==> src/rtl/audio_dac_tx.sv <==
`timescale 1ns/1ps
// audio_dac_tx: I2S transmitter for the WM8731 DAC path.
// Left/right sample pairs are buffered in a small FIFO on CLOCK_50. They are
// serialized MSB-first on AUD_DACDAT, using the codec-mastered AUD_BCLK and
// AUD_DACLRCK, which are synchronized into CLOCK_50 before use.
//
// Handshake: a pair is accepted on any CLOCK_50 rising edge where
// write && write_ready. write_ready depends only on the registered fill count,
// so it never combinationally follows write or a same-cycle pop.
module audio_dac_tx #(
    parameter int DATA_WIDTH = 24,
    parameter int FIFO_DEPTH = 8
) (
    input  logic                          CLOCK_50,
    input  logic                          reset_n,
    input  logic                          write,
    input  logic [DATA_WIDTH-1:0]         writedata_left,
    input  logic [DATA_WIDTH-1:0]         writedata_right,
    output logic                          write_ready,
    output logic [$clog2(FIFO_DEPTH):0]   fifo_level,
    output logic                          underflow,
    input  logic                          AUD_BCLK,
    input  logic                          AUD_DACLRCK,
    output logic                          AUD_DACDAT
);

    localparam int AW = $clog2(FIFO_DEPTH);
    localparam int CW = AW + 1;
    localparam int BW = $clog2(DATA_WIDTH + 1);
    localparam logic [CW-1:0] FULL_COUNT = CW'(FIFO_DEPTH);
    localparam logic [BW-1:0] LAST_BIT   = BW'(DATA_WIDTH);

    typedef enum logic [1:0] {
        IDLE  = 2'd0,
        LOAD  = 2'd1,
        SHIFT = 2'd2,
        PAD   = 2'd3
    } tx_state_t;

    // Current transmitter state; kept as a named register so checkers can bind to it.
    tx_state_t tx_state;

    logic bclk_s1, bclk_s2, bclk_prev;
    logic lrck_s1, lrck_s2, lr_prev;
    logic fedge, lr_fall, lr_rise;

    logic [DATA_WIDTH-1:0] mem_l [FIFO_DEPTH];
    logic [DATA_WIDTH-1:0] mem_r [FIFO_DEPTH];
    logic [AW-1:0]         wr_ptr, rd_ptr;
    logic [CW-1:0]         count;
    logic                  fifo_empty, push, pop;

    logic [DATA_WIDTH-1:0] shift_reg, hold_reg;
    logic [BW-1:0]         bit_cnt;

    assign fedge   = bclk_prev & ~bclk_s2;
    assign lr_fall = fedge & lr_prev & ~lrck_s2;
    assign lr_rise = fedge & ~lr_prev & lrck_s2;

    assign fifo_empty  = (count == '0);
    assign write_ready = (count != FULL_COUNT);
    assign push        = write & write_ready;
    assign pop         = lr_fall & ~fifo_empty;
    assign fifo_level  = count;

    // Two-flop synchronizers for the codec clocks, plus the BCLK edge history.
    always_ff @(posedge CLOCK_50 or negedge reset_n) begin
        if (!reset_n) begin
            bclk_s1   <= 1'b0;
            bclk_s2   <= 1'b0;
            bclk_prev <= 1'b0;
            lrck_s1   <= 1'b0;
            lrck_s2   <= 1'b0;
        end else begin
            bclk_s1   <= AUD_BCLK;
            bclk_s2   <= bclk_s1;
            bclk_prev <= bclk_s2;
            lrck_s1   <= AUD_DACLRCK;
            lrck_s2   <= lrck_s1;
        end
    end

    // LRCK is sampled only on BCLK falling edges, so frame edges align to bit slots.
    always_ff @(posedge CLOCK_50 or negedge reset_n) begin
        if (!reset_n) begin
            lr_prev <= 1'b0;
        end else if (fedge) begin
            lr_prev <= lrck_s2;
        end
    end

    // Sample storage; contents are don't-care while the count says empty.
    always_ff @(posedge CLOCK_50) begin
        if (push) begin
            mem_l[wr_ptr] <= writedata_left;
            mem_r[wr_ptr] <= writedata_right;
        end
    end

    // FIFO pointers and fill count; a simultaneous push and pop leaves the count unchanged.
    always_ff @(posedge CLOCK_50 or negedge reset_n) begin
        if (!reset_n) begin
            wr_ptr <= '0;
            rd_ptr <= '0;
            count  <= '0;
        end else begin
            if (push) begin
                wr_ptr <= wr_ptr + AW'(1);
            end
            if (pop) begin
                rd_ptr <= rd_ptr + AW'(1);
            end
            case ({push, pop})
                2'b10:   count <= count + CW'(1);
                2'b01:   count <= count - CW'(1);
                default: count <= count;
            endcase
        end
    end

    // Transmit FSM; AUD_DACDAT only changes on BCLK falling edges.
    always_ff @(posedge CLOCK_50 or negedge reset_n) begin
        if (!reset_n) begin
            tx_state   <= IDLE;
            shift_reg  <= '0;
            hold_reg   <= '0;
            bit_cnt    <= '0;
            AUD_DACDAT <= 1'b0;
            underflow  <= 1'b0;
        end else begin
            underflow <= 1'b0;
            if (lr_fall) begin
                // Start of a left frame: fetch a pair, or send silence if none is queued.
                underflow  <= fifo_empty;
                shift_reg  <= fifo_empty ? '0 : mem_l[rd_ptr];
                hold_reg   <= fifo_empty ? '0 : mem_r[rd_ptr];
                bit_cnt    <= '0;
                AUD_DACDAT <= 1'b0;
                tx_state   <= LOAD;
            end else if (lr_rise && tx_state != IDLE) begin
                shift_reg  <= hold_reg;
                bit_cnt    <= '0;
                AUD_DACDAT <= 1'b0;
                tx_state   <= LOAD;
            end else if (fedge) begin
                case (tx_state)
                    IDLE: begin
                        AUD_DACDAT <= 1'b0;
                    end
                    LOAD: begin
                        // The delay slot has elapsed; the MSB goes out now.
                        AUD_DACDAT <= shift_reg[DATA_WIDTH-1];
                        shift_reg  <= {shift_reg[DATA_WIDTH-2:0], 1'b0};
                        bit_cnt    <= BW'(1);
                        tx_state   <= SHIFT;
                    end
                    SHIFT: begin
                        if (bit_cnt == LAST_BIT) begin
                            AUD_DACDAT <= 1'b0;
                            tx_state   <= PAD;
                        end else begin
                            AUD_DACDAT <= shift_reg[DATA_WIDTH-1];
                            shift_reg  <= {shift_reg[DATA_WIDTH-2:0], 1'b0};
                            bit_cnt    <= bit_cnt + BW'(1);
                        end
                    end
                    default: begin
                        AUD_DACDAT <= 1'b0;
                    end
                endcase
            end
        end
    end

endmodule
==> config.mk <==
export PLATFORM = sky130hd
export DESIGN_NAME = audio_dac_tx
export DESIGN_NICKNAME = d
export VERILOG_FILES = /design/src/rtl/audio_dac_tx.sv
export SDC_FILE = /design/constraint.sdc
export NUM_CORES = 1
export LEC_CHECK = 0
export ABC_AREA = 1
export BUFFER_PORTS_ARGS = -buffer_cell sky130_fd_sc_hd__buf_2
export CAP_MARGIN = 20
export CORE_AREA = 3 3 183 185
export DETAILED_ROUTE_END_ITERATION = 6
export DIE_AREA = 0 0 186 188
export GPL_TIMING_DRIVEN = 0
export PLACE_DENSITY = 0.77
export SLEW_MARGIN = 20
export SYNTH_ARGS = -nofsm -noshare
export SYNTH_HDL_FRONTEND = slang
export SYNTH_SLANG_ARGS = --single-unit
==> constraint.sdc <==
create_clock -name CLOCK_50 -period 8 [get_ports CLOCK_50]
set_clock_uncertainty 0.15 [all_clocks]
set_input_delay 0.8 -clock CLOCK_50 [delete_from_list [all_inputs] [get_ports CLOCK_50]]
set_output_delay 0.8 -clock CLOCK_50 [all_outputs]
set_load 0.005 [all_outputs]
### Word level (Yosys, flattened, before mapping)

Memory sizes are Yosys's and may differ from the RTL's.
Index checks and enable logic that the tools add are counted.

| cells by class | value |
|---|---|
| multiplexer cells | 26 |
| $add $sub $neg | 5 |
| bitwise logic cells | 11 |
| equality and inequality tests | 8 |
| reduce and logical (&&, ||, !) cells | 8 |

Operators by type and width:

| operator | number |
|---|---|
| 24-bit two-way mux | 6 |
| 24-bit one-hot mux with 2 select lines | 1 |
| 5-bit two-way mux | 4 |
| 4-bit inequality test, second input constant | 3 |
| 5-bit one-hot mux with 2 select lines | 1 |
| 2-bit two-way mux | 4 |
| 4-bit one-hot mux with 2 select lines | 1 |
| 1-bit AND | 7 |
| 1-bit two-way mux | 7 |
| 3-bit by 1-bit adder with 3-bit output, second input constant | 2 |
| 3-bit AND reduction | 2 |
| 5-bit by 1-bit adder with 5-bit output, second input constant | 1 |
| 5-bit == test, second input constant | 1 |
| 4-bit by 1-bit adder with 4-bit output, second input constant | 1 |
| 2-bit by 1-bit == test with 1-bit output, second input constant | 2 |
| 2-bit == test, second input constant | 2 |
| 4-bit logical NOT | 1 |
| 1-bit NOT | 4 |
| 2-bit one-hot mux with 2 select lines | 1 |
| 2-bit nonzero test | 2 |
| 4-bit nonzero test | 1 |
| 4-bit by 1-bit subtractor with 4-bit output, second input constant | 1 |
| 3-bit nonzero test | 1 |
| 1-bit one-hot mux with 2 select lines | 1 |
| 1-bit logical AND | 1 |

| storage, ports and cells | value |
|---|---|
| logic and storage cells | 75 |
| register bits after elaboration | 73 |
| RAM bits | 384 |
| output and inout bits | 7 |
| memories | 2 |

Memory list:

| name | depth | width | read ports | clocked after memory_dff | write ports | line | RTL |
|---|---|---|---|---|---|---|---|
| mem_l | 8 | 24 | 1 | 0 | 1 | 47 | `logic [DATA_WIDTH-1:0] mem_l [FIFO_DEPTH];` |
| mem_r | 8 | 24 | 1 | 0 | 1 | 48 | `logic [DATA_WIDTH-1:0] mem_r [FIFO_DEPTH];` |

### Logic depth before layout (Yosys ltp)

Gate-level depths: netlist (run 1).

| logic depth | value |
|---|---|
| depth after elaboration | 7 |
| mapped depth | 12 |
| gate-level depth less buffers | 11 |

### Worst setup path before layout (run 1)

No wires, ideal clock.

| path | value |
|---|---|
| path type | input to register |
| from | input write |
| to | memory mem_l[0][0] (enable) |
| setup time | 0.454 ns |
| stages | 3 |
| data arrival time | 3.249 ns |
| buffers on the path | 0 |
| data required time | 7.396 ns |
| path slack | 4.147 ns |
| cells stage by stage | nand2_1 > or2_2 > nor2_1 |

| between the ends | value |
|---|---|
| longest elaborated chain between the ends | 3 |

RTL lines:

| item | line | RTL |
|---|---|---|
| start, declared | 16 | `input logic write,` |
| 1-bit AND | 62 | `assign push = write & write_ready;` |
| 1-bit two-way mux | 94 | `if (push) begin` |
| 1-bit two-way mux (implied by the code) | 95 | `mem_l[wr_ptr] <= writedata_left;` |
| end, declared | 47 |  |

No other way between the ends.

### Worst setup path in the final report (run 1)

| path | value |
|---|---|
| from | register bclk_s2 |
| to | register count[2], in the netlist fifo_level[2] |

| between the ends | value |
|---|---|
| longest elaborated chain between the ends | 7 |
| elaborated cells on any way between the ends | 9 |
| classes of those cells | 2 x eq/ne; 1 x mux; 5 x bitwise; 1 x reduce/logical |

RTL lines:

| item | line | RTL |
|---|---|---|
| start, declared | 43 | `logic bclk_s1, bclk_s2, bclk_prev;` |
| start signal, assigned | 76 | `bclk_s2 <= bclk_s1;` |
| 1-bit NOT * | 56 | `assign fedge = bclk_prev & ~bclk_s2;` |
| 1-bit AND * | 56 |  |
| 1-bit AND * (2 in series) | 57 | `assign lr_fall = fedge & lr_prev & ~lrck_s2;` |
| 1-bit AND * | 63 | `assign pop = lr_fall & ~fifo_empty;` |
| via pop | 51 | `logic fifo_empty, push, pop;` |
| 2-bit by 1-bit == test with 1-bit output / 2-bit == test (equally long branches) | 113 | `case ({push, pop})` |
| 4-bit one-hot mux with 2 select lines / 2-bit nonzero test (equally long branches) | -- |  |
| end signal, assigned | 114 | `2'b10: count <= count + CW'(1);` |
| end signal, assigned | 115 | `2'b01: count <= count - CW'(1);` |
| end signal, assigned | 116 | `default: count <= count;` |
| end, declared | 50 | `logic [CW-1:0] count;` |

Mark *: on every way through the listed nets, which the timed path passes. The rest lies on a longest branch.
A chain may end at the register's enable or synchronous reset.

==> results of run 1 <==
worst max path at each step:
stage             from            end  slack (ps)  cells past startpoint
6_report       bclk_s2  fifo_level[2]        5230                     10
5_1_grt        bclk_s2  fifo_level[2]        5060                     10
4_1_cts        bclk_s2  fifo_level[2]        5240                     10
3_5_place_dp     write   mem_l[6][18]        5080                      7
3_3_place_gp     write   mem_l[0][18]        1750                      4
2_1_floorplan    write    mem_l[0][0]        4150                      3
stage by stage:
stage,setup WS (ps),hold slack [ps],util
after floorplan,4150,181,-
after global placement,1750,196,0.619
after detailed placement,5080,199,0.635
after CTS,5240,107,0.681
after global routing,5060,132,0.681
final,5230,94.7,0.681
synthesized netlist by cell type (10+ instances only):
master and n:
o211ai_1 51, inv_1 180, buf_2 30, edfxtp_1 384, clkbuf_1 30, nand3_1 174
dfrtp_1 73, buf_6 10, nand2_1 475, o21ai_0 85, buf_1 11, ha_1 10
o21ai_1 27, nor2_1 163
where the power goes:
group          internal [mW]  switching, mW  total [mW]
Clock                   1.24          0.876        2.11
Combinational          0.749           1.78        2.53
Sequential              3.02          0.140        3.16
Total                   5.00           2.80        7.80
metal layers:
metal  global-route usage  wire, um
met1                0.395     18400
met2                0.441     23000
met3               0.0510      5450
met4                0.104      1710
met5                    0        30
area by class of cell:
| cell class | instances | share of cell area |
|---|---|---|
| Sequential cell | 457 | 0.609 |
| Multi-Input combinational cell | 1012 | 0.212 |
| Clock buffer | 54 | 0.0534 |
| Timing Repair Buffer | 78 | 0.0344 |
| Inverter | 184 | 0.0315 |
| Tap cell | 408 | 0.0233 |
| Buffer | 90 | 0.0221 |
| Clock inverter | 28 | 0.0141 |
| Antenna cell | 1 | 0.000114 |
cells by family (layout without fill, tap and decap cells):
logic type                 Yosys count  count (layout)  synth area share
AOI/OAI and AO/OA                  167             167            0.0506
DFF                                457             457             0.699
buffers and inverters              274             434            0.0614
other                                0               1                 0
adders and majority gates           10              10           0.00654
xor gates and xnor gates            10              10           0.00458
and+or+nand+nor                    825             825             0.178
worst max-delay path, delay by kind of cell (launching register included):
kind                       cells  cell delay [ps]
DFF                            1              450
AOI/OAI and AO/OA              2              200
adders and majority gates      2              470
xor gates and xnor gates       2              420
buffers and inverters          1              370
and+or+nand+nor                3              640
==> summary.txt, run 1 <==
Timing
  • Setup TNS Final: 0 ps
  • Setup violators final: 0
  • FMAX: between 300 and 400 MHz
  • Final period utilization: 0.346
  • RSZ-0062 raised after global routing: false
  • Minimum clock period: between 2000 and 3000 ps
  • Hold Fails Final Rpt: 0
  • Max_slew headroom: 0.352
  • Worst Tran Pin Value: 972 ps
  • Pins Over Slew Limit: 0

Route
  • Via density: ~5.8
  • Drt pass-1 iters: 6
  • Drc violations: 0
  • Drt total wl: 48.6 mm
  • Vias: 13400
  • Drt wl/cell: roughly 21 um
  • Initial DRC count: about 1700
  • DRT antenna net count: 0

Clocking
  • Cts bufs inserted: 45
  • CTS Sinks: 457
  • Clk slew on worst S/H paths: around 60 ps
  • H-tree levels: 2
  • Cts hold-fix bufs: 0
  • CTS tree: built
  • Post-CTS sizing: 0
  • Clock buffer depth: 3
  • CTS Root Cell: clkbuf_16
  • Post-CTS setup buffers: 0
  • Worst-Skew Late Latency: about 560 ps

Logic synthesis
  • Top post-synthesis cells by area: edfxtp_1 (60%), dfrtp_1 (9.6%), nand2_1 (9.3%)
  • Post-Synthesis Net Count: 1806
  • EDFF count, synth: 384
  • Largest area contributor in the netlist: edfxtp_1
  • Fraction of the yosys area taken by sequential cells: 0.699
  • Distinct cells, synth: 30
  • Synth top area share: 0.603
  • Yosys reg bits: about 460
  • Syn Inst Count: around 1700
  • Average cell area after synthesis: between 10 and 15 um^2
  • Post-Syn Area: 19100 um^2
  • YS warnings: 0
  • Ys async rst share: 0.160
  • Synth Flop Type: edfxtp_1

GRT
  • Largest net degree at the start of global routing: 42
  • Vias in the first global route: 13300
  • Global route overflow: 0
  • Initial antenna violation count: 4
  • Overall fraction of global-route tracks in use: 0.280
  • First-pass GRT wire length: 73.9 mm

Power
  • Leak pwr: approximately 9.0 nW
  • Peak supply drop: 0.206 mV
  • Overall power: 7.80 mW
  • Power per cell area: 356 nW/um^2

Final layout
  • Final nets: about 1900
  • Filler cells: 2228
  • Storage element area: roughly 13000 um^2
  • Cell area after layout: 21900 um^2
  • Biggest registers after layout: mem_l x192, mem_r x192
  • Commonest non-fill, non-tap cell in the layout: nand2_1
  • Synthesis-to-layout area growth: 14.7%
  • Commonest non-fill, non-tap cells in the layout: nand2_1 (475), edfxtp_1 (384), inv_1 (180)
  • Share of cells above drive strength 1: 0.112
  • Layout Cells excl Fill: 2312
  • Area of the multi-input gates: 4650 um^2

Place
  • # port buffers: between 50 and 60
  • Post-Place Cells: roughly 2200
  • RD Place Congestion: between 0.9 and 1
  • Post-DP HPWL: 31.2 mm
  • Placed cell areas: approximately 20000 um^2

Worst setup path
  • Reg-to-Reg Start: bclk_s2
  • Critical path class: reg -> reg
  • Crit path required time: 8320 ps
  • Crit. End Element: register
  • Crit-path cells: nor2_8, nand3_4, nor2_4, buf_2, ha_1, xor2_1, ha_1, a21oi_1, xor2_1, o21ai_0
  • Slowest-stage cell, CP: dfrtp_1
  • R2r setup slk: about 5200 ps
  • CP Max Fanout: 11
  • Worst flop-to-flop path endpoint: fifo_level[2]
  • CP Launch Type: register
  • Register-to-Register Path Depth: 10
  • Crit-path max cell delay: 450 ps
  • Arrival time worst endpoint: 3090 ps

Floorplan
  • Die area: 35000 um^2
  • Core area: 32200 um^2
  • Placement Rows: 66
  • Die W: between 150 and 200 um
  • IO Count: 60
  • Starting density of the core: 0.594
  • Die H: approximately 190 um

Run status
  • Outcome: completed

Min path
  • Worst Hold Class: in -> async

Flow run
  • # Max-Cap Violations: 0
No activity file was read; power rests on OpenSTA's default activity.
==> run 2, diff against run 1 <==
clock period = 2.6 ns   (was 8 ns; I/O delays follow)
==> summary.txt, run 2 (synthesis gave the netlist of run 1 again) <==
Final layout
  • Cell area after layout: between 20000 and 25000 um^2
  • Storage element area: 13400 um^2
  • Commonest non-fill, non-tap cell in the layout: nand2_1
  • Synthesis-to-layout area growth: 18.3%
  • Area of the multi-input gates: roughly 4700 um^2
  • Final nets: ~2000
  • Antenna cell count: 0
  • Commonest non-fill, non-tap cells in the layout: nand2_1 (475), edfxtp_1 (384), inv_1 (180)
  • Share of cells above drive strength 1: 0.116
  • Fin util: 0.702
  • Layout Cells excl Fill: 2376
  • Biggest registers after layout: mem_l x192, mem_r x192
  • Filler cells: 2089

Timing
  • Final period utilization: 0.978
  • Setup violators final: 0
  • RSZ-0062 raised after global routing: false
  • Max_slew headroom: 0.401
  • Setup TNS Final: 0 ps
  • Pins Over Slew Limit: 0
  • Worst Tran Pin Value: 899 ps
  • FMAX: approximately 400 MHz
  • Setup ws final: 57.1 ps
  • Minimum clock period: 2540 ps
  • Worst hold slack: 8.36 ps
  • Hold Fails Final Rpt: 0

Worst setup path
  • R2r setup slk: 60 ps
  • CP Max Fanout: 10
  • Crit path required time: 2870 ps
  • Critical path class: reg -> reg
  • Worst flop-to-flop path endpoint: hold_reg[5]
  • CP Launch Type: register
  • Register-to-Register Path Depth: 5
  • Arrival time worst endpoint: 2820 ps
  • Reg-to-Reg Start: rd_ptr[2]
  • Crit. End Element: register

Power
  • Overall power: 24.2 mW
  • Leak pwr: 9.28 nW
  • Peak supply drop: 0.509 mV
  • Power per cell area: 1070 nW/um^2

Clocking
  • Clock buffer depth: 3
  • Cts bufs inserted: 46
  • CTS tree: built
  • CTS Root Cell: clkbuf_16
  • Clk slew on worst S/H paths: 60 ps
  • H-tree levels: 2
  • CTS Sinks: 457
  • Worst-Skew Late Latency: 560 ps

GRT
  • Largest net degree at the start of global routing: 51
  • Initial antenna violation count: 0
  • Vias in the first global route: 13600
  • First-pass GRT wire length: about 76 mm
  • Global route overflow: 0
  • Overall fraction of global-route tracks in use: 0.285

Route
  • Drt wl/cell: roughly 21 um
  • Drt total wl: 49.7 mm
  • Vias: between 10000 and 15000
  • DRT antenna net count: 0
  • Drc violations: 0
  • Initial DRC count: 1990
  • Via density: 5.81
  • Drt pass-1 iters: 6

Place
  • RD Place Congestion: 0.893
  • Placed cell areas: 20500 um^2
  • Post-DP HPWL: 31.8 mm
  • Post-Place Cells: 2231
  • # port buffers: slightly below 60
  • DP Worst Slack: -186 ps

Floorplan
  • Die area: 35000 um^2
  • IO Count: 60
  • Die W: 186 um
  • Core area: 32200 um^2
  • Placement Rows: 66
  • Starting density of the core: 0.594
  • Die H: between 150 and 200 um

Run status
  • Outcome: completed

Flow run
  • # Max-Cap Violations: 0

Min path
  • Worst Hold Class: in -> async
==> run 2: report_power, final <==
group          internal [mW]  switching (mW)  total, mW
Clock                   3.83            2.72       6.55
Combinational           2.42            5.49       7.91
Sequential              9.28           0.434       9.71
==> run 2: worst max-delay path, stage by stage, from the launching register on <==
cell and delay [ps]:
dfrtp_1 380, clkbuf_1 660, clkbuf_1 680, o211ai_1 230
nand3_1 240, nand2_1 80
==> run 2: layout make-up <==
cell class                 instances  area share
sequential                       457       0.591
clock buffer                      59      0.0558
tap                              408      0.0226
buffer                            90      0.0215
timing repair buffer             141      0.0623
inverter                         184      0.0305
multi-input combinational       1012       0.206
clock inverter                    25      0.0107
==> run 2: how the worst max path moves through the flow <==
| stage | endpoint | cells after the start | from |
|---|---|---|---|
| global placement | mem_r[0][9] | 5 | fifo_level[0] |
| finish | hold_reg[5] | 5 | rd_ptr[2] |
| global route | hold_reg[5] | 5 | rd_ptr[2] |
| floorplan | mem_l[0][0] | 5 | fifo_level[1] |
| detailed placement | fifo_level[2] | 10 | bclk_s2 |
| CTS | mem_l[7][2] | 8 | fifo_level[0] |
==> run 2: repair_timing <==
| action | CTS | global route |
|---|---|---|
| setup endpoints to repair | 43 | 47 |
| hold buffers | 52 | 0 |
| pin swaps | 3 | 2 |
| endpoints found under the hold margin | 460 | 0 |
| gates cloned | 0 | 0 |
| setup buffers | 3 | 6 |
| resized for setup | 0 | 3 |
==> run 2: routing by layer <==
metal	part of all wire	routed length, um	up-vias	track usage
met2	0.47	23400	851	0.445
li1	-	-	6202	-
met4	0.038	1910	0	0.123
met5	0	0	-	0
met3	0.10	5130	140	0.0576
met1	0.39	19300	6614	0.395
==> run 3, diff against run 2 <==
PLACE_DENSITY = 0.74   (was 0.77)
==> summary.txt, run 3 (synthesis gave the netlist of run 1 again) <==
Route
  • Via density: 5.75
  • Drt pass-1 iters: 6
  • Drt wl/cell: 20.7 um
  • DRT antenna net count: 0
  • Drc violations: 0
  • Initial DRC count: 1827
  • Drt total wl: 49.4 mm
  • Vias: 13700

Timing
  • FMAX: 396 MHz
  • Worst Tran Pin Value: between 900 and 1000 ps
  • Setup TNS Final: 0 ps
  • Max_slew headroom: 0.366
  • Hold Fails Final Rpt: 0
  • Setup ws final: 72.5 ps
  • Final period utilization: 0.972
  • RSZ-0062 raised after global routing: false
  • Minimum clock period: ~2500 ps
  • Setup violators final: 0
  • Pins Over Slew Limit: 0

Clocking
  • CTS Sinks: approximately 460
  • CTS Root Cell: clkbuf_16
  • H-tree levels: 2
  • Cts bufs inserted: 46
  • Clock buffer depth: 3
  • CTS tree: built
  • Worst-Skew Late Latency: 560 ps
  • Clk slew on worst S/H paths: 70 ps

Final layout
  • Commonest non-fill, non-tap cell in the layout: nand2_1
  • Layout Cells excl Fill: 2388
  • Fin util: 0.709
  • Synthesis-to-layout area growth: 19.5%
  • Antenna cell count: 0
  • Commonest non-fill, non-tap cells in the layout: nand2_1 (475), edfxtp_1 (384), inv_1 (180)
  • Biggest registers after layout: mem_l x192, mem_r x192
  • Final nets: between 2000 and 2500
  • Share of cells above drive strength 1: 0.119

GRT
  • Vias in the first global route: 13000
  • Overall fraction of global-route tracks in use: 0.282
  • Largest net degree at the start of global routing: 57
  • First-pass GRT wire length: 74.2 mm
  • Global route overflow: 0
  • Initial antenna violation count: 0

Place
  • Post-Place Cells: 2232
  • DP Worst Slack: -149 ps
  • RD Place Congestion: 0.919
  • # port buffers: 59
  • Post-DP HPWL: around 32 mm

Floorplan
  • Core area: around 32000 um^2
  • IO Count: 60
  • Die W: approximately 190 um
  • Die area: 35000 um^2
  • Placement Rows: 66
  • Die H: 188 um
  • Starting density of the core: 0.594

Power
  • Power per cell area: around 1100 nW/um^2
  • Pint: ~16 mW
  • Peak supply drop: 0.630 mV
  • Overall power: ~25 mW
  • Comb power frac: 0.329
  • Sw power: 8.70 mW
  • Clk pwr share: 0.275
  • Flop pwr share: 0.396
  • Leak pwr: 9.39 nW
  • Switching share of power: 0.355

Worst setup path
  • Crit path required time: between 2000 and 3000 ps
  • Arrival time worst endpoint: 2810 ps
  • Crit. End Element: register
  • CP Launch Type: register
  • Critical path class: reg -> reg
  • CP Max Fanout: 10

Flow run
  • # Max-Cap Violations: 0

Min path
  • Worst Hold Class: in -> async

Run status
  • Outcome: completed
run 3: final cells by class:
class,count,area [um^2]
Sequential cell,457,13400
Fill cell,2116,9360
Inverter,184,691
Clock buffer,64,1300
Timing Repair Buffer,151,1590
Clock inverter,22,251
Buffer,90,488
Multi-Input combinational cell,1012,4650
Tap cell,408,510
run 3: per-stage QoR:
stage               instance area (um^2)  hold WS [ps]
detailed placement                 20600          1.10
finish                             22800           108
floorplan                          19200          -186
global placement                   20000           194
global route                       22800           158
CTS                                22600           115
run 3: timing repair:
action / 4_1_cts / 5_1_grt
endpoints found under the hold margin: 460 / 0
pin swaps: 1 / 7
buffers inserted: 1 / 16
hold buffers: 53 / 0
endpoints found under the setup margin: 3 / 148
resized for setup: 1 / 2
run 3: critical path, stage by stage (launching register included):
cell,delay (ps)
dfrtp_1,380
clkbuf_1,690
clkbuf_1,670
o211ai_1,240
nand3_1,190
nand2_1,80
run 3: path summary, 6_finish.rpt:
| kind | slack, ps | startpoint | end | cells past startpoint |
|---|---|---|---|---|
| max reg2reg | 70 | rd_ptr[2] | hold_reg[4] | 5 |
| max | 70 | rd_ptr[2] | hold_reg[4] | 5 |
| min in group CLOCK_50 | 210 | lrck_s1 | lrck_s2 | 0 |
| min reg2reg | 210 | lrck_s1 | lrck_s2 | 0 |
| max in group asynchronous | 1070 | reset_n | bit_cnt[2] | 3 |
| min | 110 | reset_n | bit_cnt[0] | 3 |
run 3: power by group through the flow:
stage | combinational, mW | clock [mW] | sequential, mW
finish | 8.06 | 6.73 | 9.71
global route | 8.77 | 7.06 | 9.80
CTS | 7.81 | 6.74 | 9.70
detailed placement | 7.66 | 0 | 9.83
global placement | 7.03 | 0 | 9.85
floorplan | 4.75 | 0 | 9.76
run 3: routing by layer:
metal,GRT usage,part of all wire,vias up
met2,0.440,0.46,858
li1,-,-,6228
met4,0.106,0.039,0
met3,0.0421,0.11,160
met5,0,0,-
met1,0.408,0.39,6484
